File: src/rtl/lamp_pkg.sv
// Shared types and constants for the lamp driver and its pass-vector decoder.
// Lamp codes are {red, yellow, green}; direction indices are J = 0, P = 1, C = 2.
package lamp_pkg;

    typedef enum logic [1:0] {
        ST_ALLRED = 2'd0,
        ST_GREEN  = 2'd1,
        ST_YELLOW = 2'd2,
        ST_FAULT  = 2'd3
    } lamp_state_t;

    localparam logic [2:0] LAMP_RED = 3'b100;
    localparam logic [2:0] LAMP_YEL = 3'b010;
    localparam logic [2:0] LAMP_GRN = 3'b001;
    localparam logic [2:0] LAMP_OFF = 3'b000;

    localparam logic [1:0] DIR_J = 2'd0;
    localparam logic [1:0] DIR_P = 2'd1;
    localparam logic [1:0] DIR_C = 2'd2;

    // Lamp shown by direction `dir` when the sequencer is in `st` serving `active`.
    function automatic logic [2:0] lamp_code(
        input lamp_state_t st,
        input logic [1:0]  dir,
        input logic [1:0]  active,
        input logic        blink
    );
        logic [2:0] code;
        case (st)
            ST_ALLRED: code = LAMP_RED;
            ST_GREEN:  code = (dir == active) ? LAMP_GRN : LAMP_RED;
            ST_YELLOW: code = (dir == active) ? LAMP_YEL : LAMP_RED;
            ST_FAULT:  code = blink ? LAMP_YEL : LAMP_OFF;
            default:   code = LAMP_RED;
        endcase
        return code;
    endfunction

endpackage

File: src/rtl/lamp_driver_pass_check.sv
// Combinational decode of the pass vector {C, P, J} into one-hot / none / multi
// flags plus the index of the set bit (J when the vector is not one-hot).
module pass_check
    import lamp_pkg::*;
(
    input  logic [2:0] pv,
    output logic       one_hot,
    output logic       none,
    output logic       multi,
    output logic [1:0] idx
);

    logic [1:0] count_s;

    // Population count and classification of the pass vector.
    always_comb begin
        count_s = {1'b0, pv[0]} + {1'b0, pv[1]} + {1'b0, pv[2]};
        none    = (count_s == 2'd0);
        one_hot = (count_s == 2'd1);
        multi   = (count_s >= 2'd2);
    end

    // Index of the single set bit.
    always_comb begin
        case (pv)
            3'b001:  idx = DIR_J;
            3'b010:  idx = DIR_P;
            3'b100:  idx = DIR_C;
            default: idx = DIR_J;
        endcase
    end

endmodule

File: src/rtl/lamp_driver.sv
// Lamp sequencer: turns the controller's pass levels into red/yellow/green lamps
// with yellow and all-red clearance phases, plus a latched interlock fault.
module lamp_driver
    import lamp_pkg::*;
#(
    parameter int YEL_T = 3,
    parameter int CLR_T = 1,
    parameter int TW    = 4
) (
    input  logic          clk,
    input  logic          rst_n,
    input  logic          tick,
    input  logic          J,
    input  logic          P,
    input  logic          C,
    output logic [2:0]    j_lamp,
    output logic [2:0]    p_lamp,
    output logic [2:0]    c_lamp,
    output logic [TW-1:0] remain,
    output logic          fault
);

    localparam logic [TW-1:0] YEL_V  = TW'(YEL_T);
    localparam logic [TW-1:0] CLR_V  = TW'(CLR_T);
    localparam logic [TW-1:0] ZERO_V = {TW{1'b0}};
    localparam logic [TW-1:0] ONE_V  = {{(TW-1){1'b0}}, 1'b1};

    logic [2:0]  pv_s;
    logic        one_hot_s;
    logic        none_s;
    logic        multi_s;
    logic [1:0]  idx_s;
    logic        pass_own_s;

    lamp_state_t state_r;
    lamp_state_t state_s;
    logic [1:0]  dir_r;
    logic [1:0]  dir_s;
    logic [TW-1:0] remain_r;
    logic [TW-1:0] remain_s;
    logic        blink_r;
    logic        blink_s;
    logic        fault_r;
    logic [2:0]  j_lamp_r;
    logic [2:0]  p_lamp_r;
    logic [2:0]  c_lamp_r;

    assign pv_s = {C, P, J};

    pass_check u_pass_check (
        .pv      (pv_s),
        .one_hot (one_hot_s),
        .none    (none_s),
        .multi   (multi_s),
        .idx     (idx_s)
    );

    // Pass level of the direction currently being served.
    always_comb begin
        case (dir_r)
            DIR_J:   pass_own_s = J;
            DIR_P:   pass_own_s = P;
            DIR_C:   pass_own_s = C;
            default: pass_own_s = 1'b0;
        endcase
    end

    // Next-state decision; the interlock check overrides every other transition.
    always_comb begin
        state_s  = state_r;
        dir_s    = dir_r;
        remain_s = remain_r;
        blink_s  = blink_r;
        if (state_r == ST_FAULT) begin
            remain_s = ZERO_V;
            if (tick) begin
                blink_s = ~blink_r;
            end else begin
                blink_s = blink_r;
            end
        end else if (multi_s) begin
            state_s  = ST_FAULT;
            remain_s = ZERO_V;
            blink_s  = 1'b1;
        end else begin
            case (state_r)
                ST_ALLRED: begin
                    if ((remain_r == ZERO_V) && one_hot_s) begin
                        state_s = ST_GREEN;
                        dir_s   = idx_s;
                    end else if (tick && (remain_r != ZERO_V)) begin
                        remain_s = remain_r - ONE_V;
                    end else begin
                        remain_s = remain_r;
                    end
                end
                ST_GREEN: begin
                    // A pass drop wins over a coincident tick: the tick is dropped.
                    if (none_s || !pass_own_s) begin
                        state_s  = ST_YELLOW;
                        remain_s = YEL_V;
                    end else begin
                        remain_s = ZERO_V;
                    end
                end
                ST_YELLOW: begin
                    if (tick) begin
                        if (remain_r <= ONE_V) begin
                            state_s  = ST_ALLRED;
                            remain_s = CLR_V;
                        end else begin
                            remain_s = remain_r - ONE_V;
                        end
                    end else begin
                        remain_s = remain_r;
                    end
                end
                default: begin
                    state_s  = ST_ALLRED;
                    remain_s = CLR_V;
                end
            endcase
        end
    end

    // State and output registers; lamps are decoded from the next state.
    always_ff @(posedge clk) begin
        if (!rst_n) begin
            state_r  <= ST_ALLRED;
            dir_r    <= DIR_J;
            remain_r <= CLR_V;
            blink_r  <= 1'b0;
            fault_r  <= 1'b0;
            j_lamp_r <= LAMP_RED;
            p_lamp_r <= LAMP_RED;
            c_lamp_r <= LAMP_RED;
        end else begin
            state_r  <= state_s;
            dir_r    <= dir_s;
            remain_r <= remain_s;
            blink_r  <= blink_s;
            fault_r  <= (state_s == ST_FAULT);
            j_lamp_r <= lamp_code(state_s, DIR_J, dir_s, blink_s);
            p_lamp_r <= lamp_code(state_s, DIR_P, dir_s, blink_s);
            c_lamp_r <= lamp_code(state_s, DIR_C, dir_s, blink_s);
        end
    end

    assign j_lamp = j_lamp_r;
    assign p_lamp = p_lamp_r;
    assign c_lamp = c_lamp_r;
    assign remain = remain_r;
    assign fault  = fault_r;

endmodule

File: config.mk
export PLATFORM = sky130hd
export DESIGN_NAME = lamp_driver
export DESIGN_NICKNAME = d
export VERILOG_FILES = /design/src/rtl/lamp_pkg.sv /design/src/rtl/lamp_driver_pass_check.sv /design/src/rtl/lamp_driver.sv
export SDC_FILE = /design/constraint.sdc
export NUM_CORES = 1
export LEC_CHECK = 0
export BUFFER_PORTS_ARGS = -buffer_cell sky130_fd_sc_hd__buf_2
export CORE_ASPECT_RATIO = 0.8
export CORE_UTILIZATION = 56
export DETAILED_ROUTE_END_ITERATION = 10
export HOLD_SLACK_MARGIN = 0.08
export PLACE_DENSITY = 0.81
export SLEW_MARGIN = 25
export SYNTH_ARGS = -nofsm -noshare
export SYNTH_HDL_FRONTEND = slang
export SYNTH_SLANG_ARGS = --single-unit
File: constraint.sdc
create_clock -name clk -period 4.52 [get_ports clk]
set_input_delay 0.678 -clock clk [delete_from_list [all_inputs] [get_ports clk]]
set_output_delay 0.678 -clock clk [all_outputs]
set_load 0.005 [all_outputs]
Yosys cells after proc, flatten, opt, wreduce, memory -nomap -nowiden. Cells that the tools add are included.

Add/subtract/negate cells: 3. Magnitude comparators: 2. Equality and inequality tests: 19. Mux-type cells: 34. Bitwise logic cells: 2. Reduce and logical (&&, ||, !) cells: 14.

Operators by type and width (number): $pmux 3 s4 (3); $mux 2 (12); $mux 3 (6); $mux 4 (4); $ne 4x4->1 const B (3); $pmux 4 s3 (1); $eq 2x2->1 const B (5); $logic_not 2->1 (5); $eq 2x1->1 const B (4); $ne 2x2->1 const B (3); $pmux 2 s3 (1); $reduce_and 3->1 (2); $mux 1 (5); $le 4x1->1 const B (1); $logic_not 4->1 (1); $pmux 2 s2 (1); $reduce_bool 4->1 (1); $sub 4x1->4 const B (1); $eq 3x2->1 const B (1); $eq 3x3->1 const B (1); $pmux 1 s3 (1); $reduce_or 3->1 (1); $add 1x1->2 (1); $add 2x1->2 (1); other kinds (7) (9).

Register bits: 19. Input bits: 6. Output and inout bits: 14. Word-level logic and storage cells: 83.

Longest topological paths before layout.
Depth after elaboration: 11. Depth in mapped cells: 9. Gate-level depth less buffers: 7.

Cells and area by module. A second synthesis with hierarchy kept.

Cells, all modules: 107. Area total of the unflattened synthesis: 1033.5 µm².

Modules (own cells, without submodules): lamp_driver (instances 1, cells an instance 102, area each 988.4 µm², seq. area each 380.4 µm²); pass_check (instances 1, cells an instance 5, area each 45.0 µm², seq. area each 0.0 µm²).

Least setup slack after synthesis. No wires, ideal clock.

Path kind: input to register. From: in C. To: reg j_lamp_r[2], in the netlist j_lamp[2]. Library setup time: 139 ps. Arrival: 2323 ps. Setup slack: 2058 ps. Cell stages on the path: 7. Cells stage by stage: inv_1 -> fa_1 -> or3b_2 -> or2_0 -> buf_6 -> o2111ai_1 -> nand3_1.

Cells in the longest elaborated chain, start to end: 10. Elaborated cells between the ends (all ways): 28. Those cells by class: add/sub (1); order compare (1); eq/ne (6); mux (14); reduce/logical (6).

Ends and longest elaborated chain: from (decl) (RTL line lamp_driver.sv:15) `input logic C,`; $add 2x1->2 (RTL line lamp_driver_pass_check.sv:17) `count_s = {1'b0, pv[0]} + {1'b0, pv[1]} + {1'b0, pv[2]};`; $eq 2x1->1 (RTL line lamp_driver_pass_check.sv:19) `one_hot = (count_s == 2'd1);`; $logic_and 1x1->1 (RTL line lamp_driver.sv:88) `if ((remain_r == ZERO_V) && one_hot_s) begin`; $mux 2 (RTL line lamp_driver.sv:88); $mux 2 (RTL line lamp_driver.sv:86) `case (state_r)`; $mux 2 (RTL line lamp_driver.sv:81) `end else if (multi_s) begin`; $mux 2 (RTL line lamp_driver.sv:74) `if (state_r == ST_FAULT) begin`; $logic_not 2->1 (RTL line lamp_pkg.sv:31, lamp_pkg.sv:32); $mux 3, on equally long branches (RTL line lamp_pkg.sv:32, lamp_pkg.sv:31); $pmux 3 s4 * (RTL line lamp_pkg.sv:29) `case (st)`; to (signal assigned) (RTL line lamp_driver.sv:143) `j_lamp_r <= lamp_code(state_s, DIR_J, dir_s, blink_s);`; to (decl) (RTL line lamp_driver.sv:44) `logic [2:0] j_lamp_r;`.

Mark *: on every way between the ends. The rest lies on a longest branch, timed or not. A chain may end at the register's enable or synchronous reset.

Worst setup path after layout.
From: in J. To: reg j_lamp_r[2], in the netlist j_lamp[2].

Cells in the longest elaborated chain, start to end: 11. Elaborated cells between the ends (all ways): 29. Those cells by class: add/sub (2); order compare (1); eq/ne (6); mux (14); reduce/logical (6).

Ends and longest elaborated chain: from (decl) (RTL line lamp_driver.sv:13) `input logic J,`; $add 1x1->2 (RTL line lamp_driver_pass_check.sv:17); $add 2x1->2 (RTL line lamp_driver_pass_check.sv:17); $eq 2x1->1 (RTL line lamp_driver_pass_check.sv:19); $logic_and 1x1->1 (RTL line lamp_driver.sv:88); $mux 2 (RTL line lamp_driver.sv:88); $mux 2 (RTL line lamp_driver.sv:86); $mux 2 (RTL line lamp_driver.sv:81); $mux 2 (RTL line lamp_driver.sv:74); $logic_not 2->1 (RTL line lamp_pkg.sv:31, lamp_pkg.sv:32); $mux 3, on equally long branches (RTL line lamp_pkg.sv:32, lamp_pkg.sv:31); $pmux 3 s4 * (RTL line lamp_pkg.sv:29).

Marked as above.

==> flow_summary.yaml <==
run_status:
  status: "finished clean"
clocking:
  clock_latency_ps: 290
  clkTransAtPathRegs_ps: 110
  post_cts_buffers: 0
  cts.repair.resized: 0
  clockRootBuffer: "clkbuf_4"
  cts_max_level: 1
  hold_buffers: 0
  cts_tree: "done"
  cts.path.max_buffers: 2
  cts_made_buffers: 3
  cts_sinks: 19
routing:
  num_vias: 875
  drt-initial-drc-count: 28
  vias_per_cell: 5.76
  routed_wl_um: 1980
  drtPass1Iterations: 4
  post_drt_wl_per_cell_um: 13.0
  ant_nets: 0
  drc: 0
sta:
  tns_ps: 0
  max_slew_margin_pct: 66.0
  setup_violations: 0
  rsz0062_at_grt: "false"
  min_period_over_period_pct: 55.3
  fmax_mhz: 400
  slew_viol_final: 0
  hold_ws_ps: 569
  finalCriticalPeriod_ps: 2500
  worst_pin_slew_ps: 509
  finalHoldViolCount: 0
  fin_skew_ps: 12.9
floorplan:
  initial_utilization_pct: 60.2
  core_um2: 1630
  die_w_um: 48.8
  die-area_um2: 1920
  die_height_um: 39.4
  pin_count: 20
  rows: 13
global_routing:
  grt_overflow: 0
  grt.total_usage_pct: 22.3
  grt_max_degree: 14
  grt_pass1_wl_um: 3190
  grt_pass1_vias: 707
  antenna_found_initial: 0
flow_run:
  max-cap-violations: 0
placement:
  dpl.hpwl_um: 1520
  gp_congestion: 0.866
  port-buffer-count: 19
  dp_cells: 148
critical_path:
  slowest_stage: "or3b_2"
  path_delay_family: "simple AND/OR/NAND/NOR gates"
  r2r_start: "remain[0]"
  startpoint_type: "input pin"
  critPathBufInv: 2
  worstPathMaxFanout: 13
  cp_slowest_stage_delay_ps: 550
  reg2reg_to: "j_lamp[2]"
  reg2reg_slack_ps: 2430
  cp_cell_sequence: "buf_2, inv_1, fa_1, or3b_2, or2_0, o2111ai_1, nand3_1"
  worstPathRequired_ps: 4700
  rr_worst_depth: 6
  crit_path_end_kind: "flop"
  critPathKind: "in -> reg"
  arrival_ps: 2670
cells_and_area:
  n_antenna_cell: 0
  final_net_count: 141
  nFillCells: 136
  synthToLayoutAreaGrowth_pct: 12.3
  drive_above_1_share_pct: 22.3
  final_core_util_pct: 67.6
  fin_cells: 152
hold_path:
  hold_depth: 2
  worstHoldEndpoint: "remain[3]"
  hold_start: "remain[3]"
  hold_class: "reg -> reg"
synthesis:
  ys_warn_count: 0
  syn_area_um2: 980
  synth_cell_types: 36
  mappedNetlistNets: 122
  ys_seq_elements: 19
  syn_area_per_cell_um2: 8.75
  syn_inst: 112
  yosysSeqAreaShare_pct: 38.8
pwr:
  p_leak_uw: 0.000499
  peakVddDrop_mv: 0.249
  total_power_uw: 360
  p_per_area_nw_per_um2: 328
-- worst register-to-register path, stage by stage (launching register included) --
cell and delay, ps:
dfxtp_1 370, inv_1 100, ha_1 140, or4b_1 590, or2_0 420, o2111ai_1 270, nand3_1 100
-- worst max path at each step --
| stage | slack, ps | cells after the start | from | end |
|---|---|---|---|---|
| 5_1_grt | 1920 | 7 | J | j_lamp[2] |
| 4_1_cts | 2050 | 7 | J | j_lamp[2] |
| 3_5_place_dp | 1740 | 7 | J | j_lamp[2] |
| 2_1_floorplan | 2060 | 7 | C | j_lamp[2] |
| 6_report | 2020 | 7 | J | j_lamp[2] |
| 3_3_place_gp | 1790 | 7 | J | j_lamp[2] |
-- through the flow --
stage                     worst slack [ps]  cell area, µm²
after global placement                1790            1070
after global routing                  1920            1100
after CTS                             2050            1100
after floorplan                       2060             980
final                                 2020            1100
after detailed placement              1740            1070
-- cell type report --
cell class	instances	area, µm²	share of cell area (%)
inverters	9	33.8	3.07
repair buffers	19	95.1	8.65
well taps	22	27.5	2.50
clock buffers	4	26.3	2.39
flip-flops and latches	19	380	34.6
multi-input cells	79	537	48.8
-- logic make-up after synthesis --
logic type	after synthesis	share of synthesized area [%]
DFF	19	38.8
adders and majority gates	4	5.88
buffers and inverters	14	6.39
AOI/OAI and AO/OA	29	22.4
and+or+nand+nor	43	23.9
xor gates and xnor gates	3	2.68
-- where the power goes --
part	total (µW)	switching, µW	internal [µW]
Sequential	190	9.21	181
Clock	83.1	48.9	34.2
Combinational	87.5	49.8	37.7
Total	360	108	253
-- flip-flops by register name, indices dropped and copies added, names as in the netlist --
name     cells
blink_r      1
fault        1
state_r      2
c_lamp       3
remain       4
j_lamp       3
dir_r        2
p_lamp       3
-- Yosys cell counts --
master	number	area, µm²
a21o_1	1	7.51
buf_6	1	11.3
buf_2	2	10.0
a22oi_1	2	15.0
a31oi_2	1	12.5
nor2b_1	5	31.3
nand3_1	5	25.0
a31oi_1	1	6.26
a41oi_1	1	8.76
o211ai_1	1	7.51
nor4_1	3	18.8
o2111ai_1	3	26.3
xor2_1	2	17.5
dfxtp_1	19	380
clkbuf_1	2	7.51
and2_1	1	6.26
or2_0	1	6.26
nand2_1	8	30.0
a21bo_2	1	10.0
a221oi_1	2	17.5
or4b_1	1	10.0
o21ai_0	2	10.0
nand2b_1	4	25.0
nor2_1	13	48.8
inv_1	9	33.8
a21oi_1	8	40.0
xnor2_1	1	8.76
o2111a_1	1	11.3
o21a_1	1	7.51
a211o_1	1	8.76
a21oi_2	2	17.5
nand4b_4	1	23.8
fa_1	1	20.0
ha_1	3	37.5
o211ai_2	1	12.5
or3b_2	1	8.76
-- routing by layer --
| layer | GRT usage (%) | part of all wire (%) | wire (µm) | vias up |
|---|---|---|---|---|
| met2 | 34.7 | 43 | 858 | 39 |
| met3 | 5.43 | 6.7 | 132 | 2 |
| met1 | 30.6 | 49 | 971 | 403 |
| li1 | - | - | - | 431 |
| met5 | 0 | 0 | 0 | - |
| met4 | 6.62 | 0.76 | 15 | 0 |
-- cell usage in the layout (no fill, tap or decap), types with 4 or more instances in the layout --
cell type	Yosys	routed
buf_2	2	19
inv_1	9	9
dfxtp_1	19	19
nand3_1	5	5
a21oi_1	8	8
nor2_1	13	13
nand2b_1	4	4
nor2b_1	5	5
nand2_1	8	8
Power figures use the tool's default switching activity.
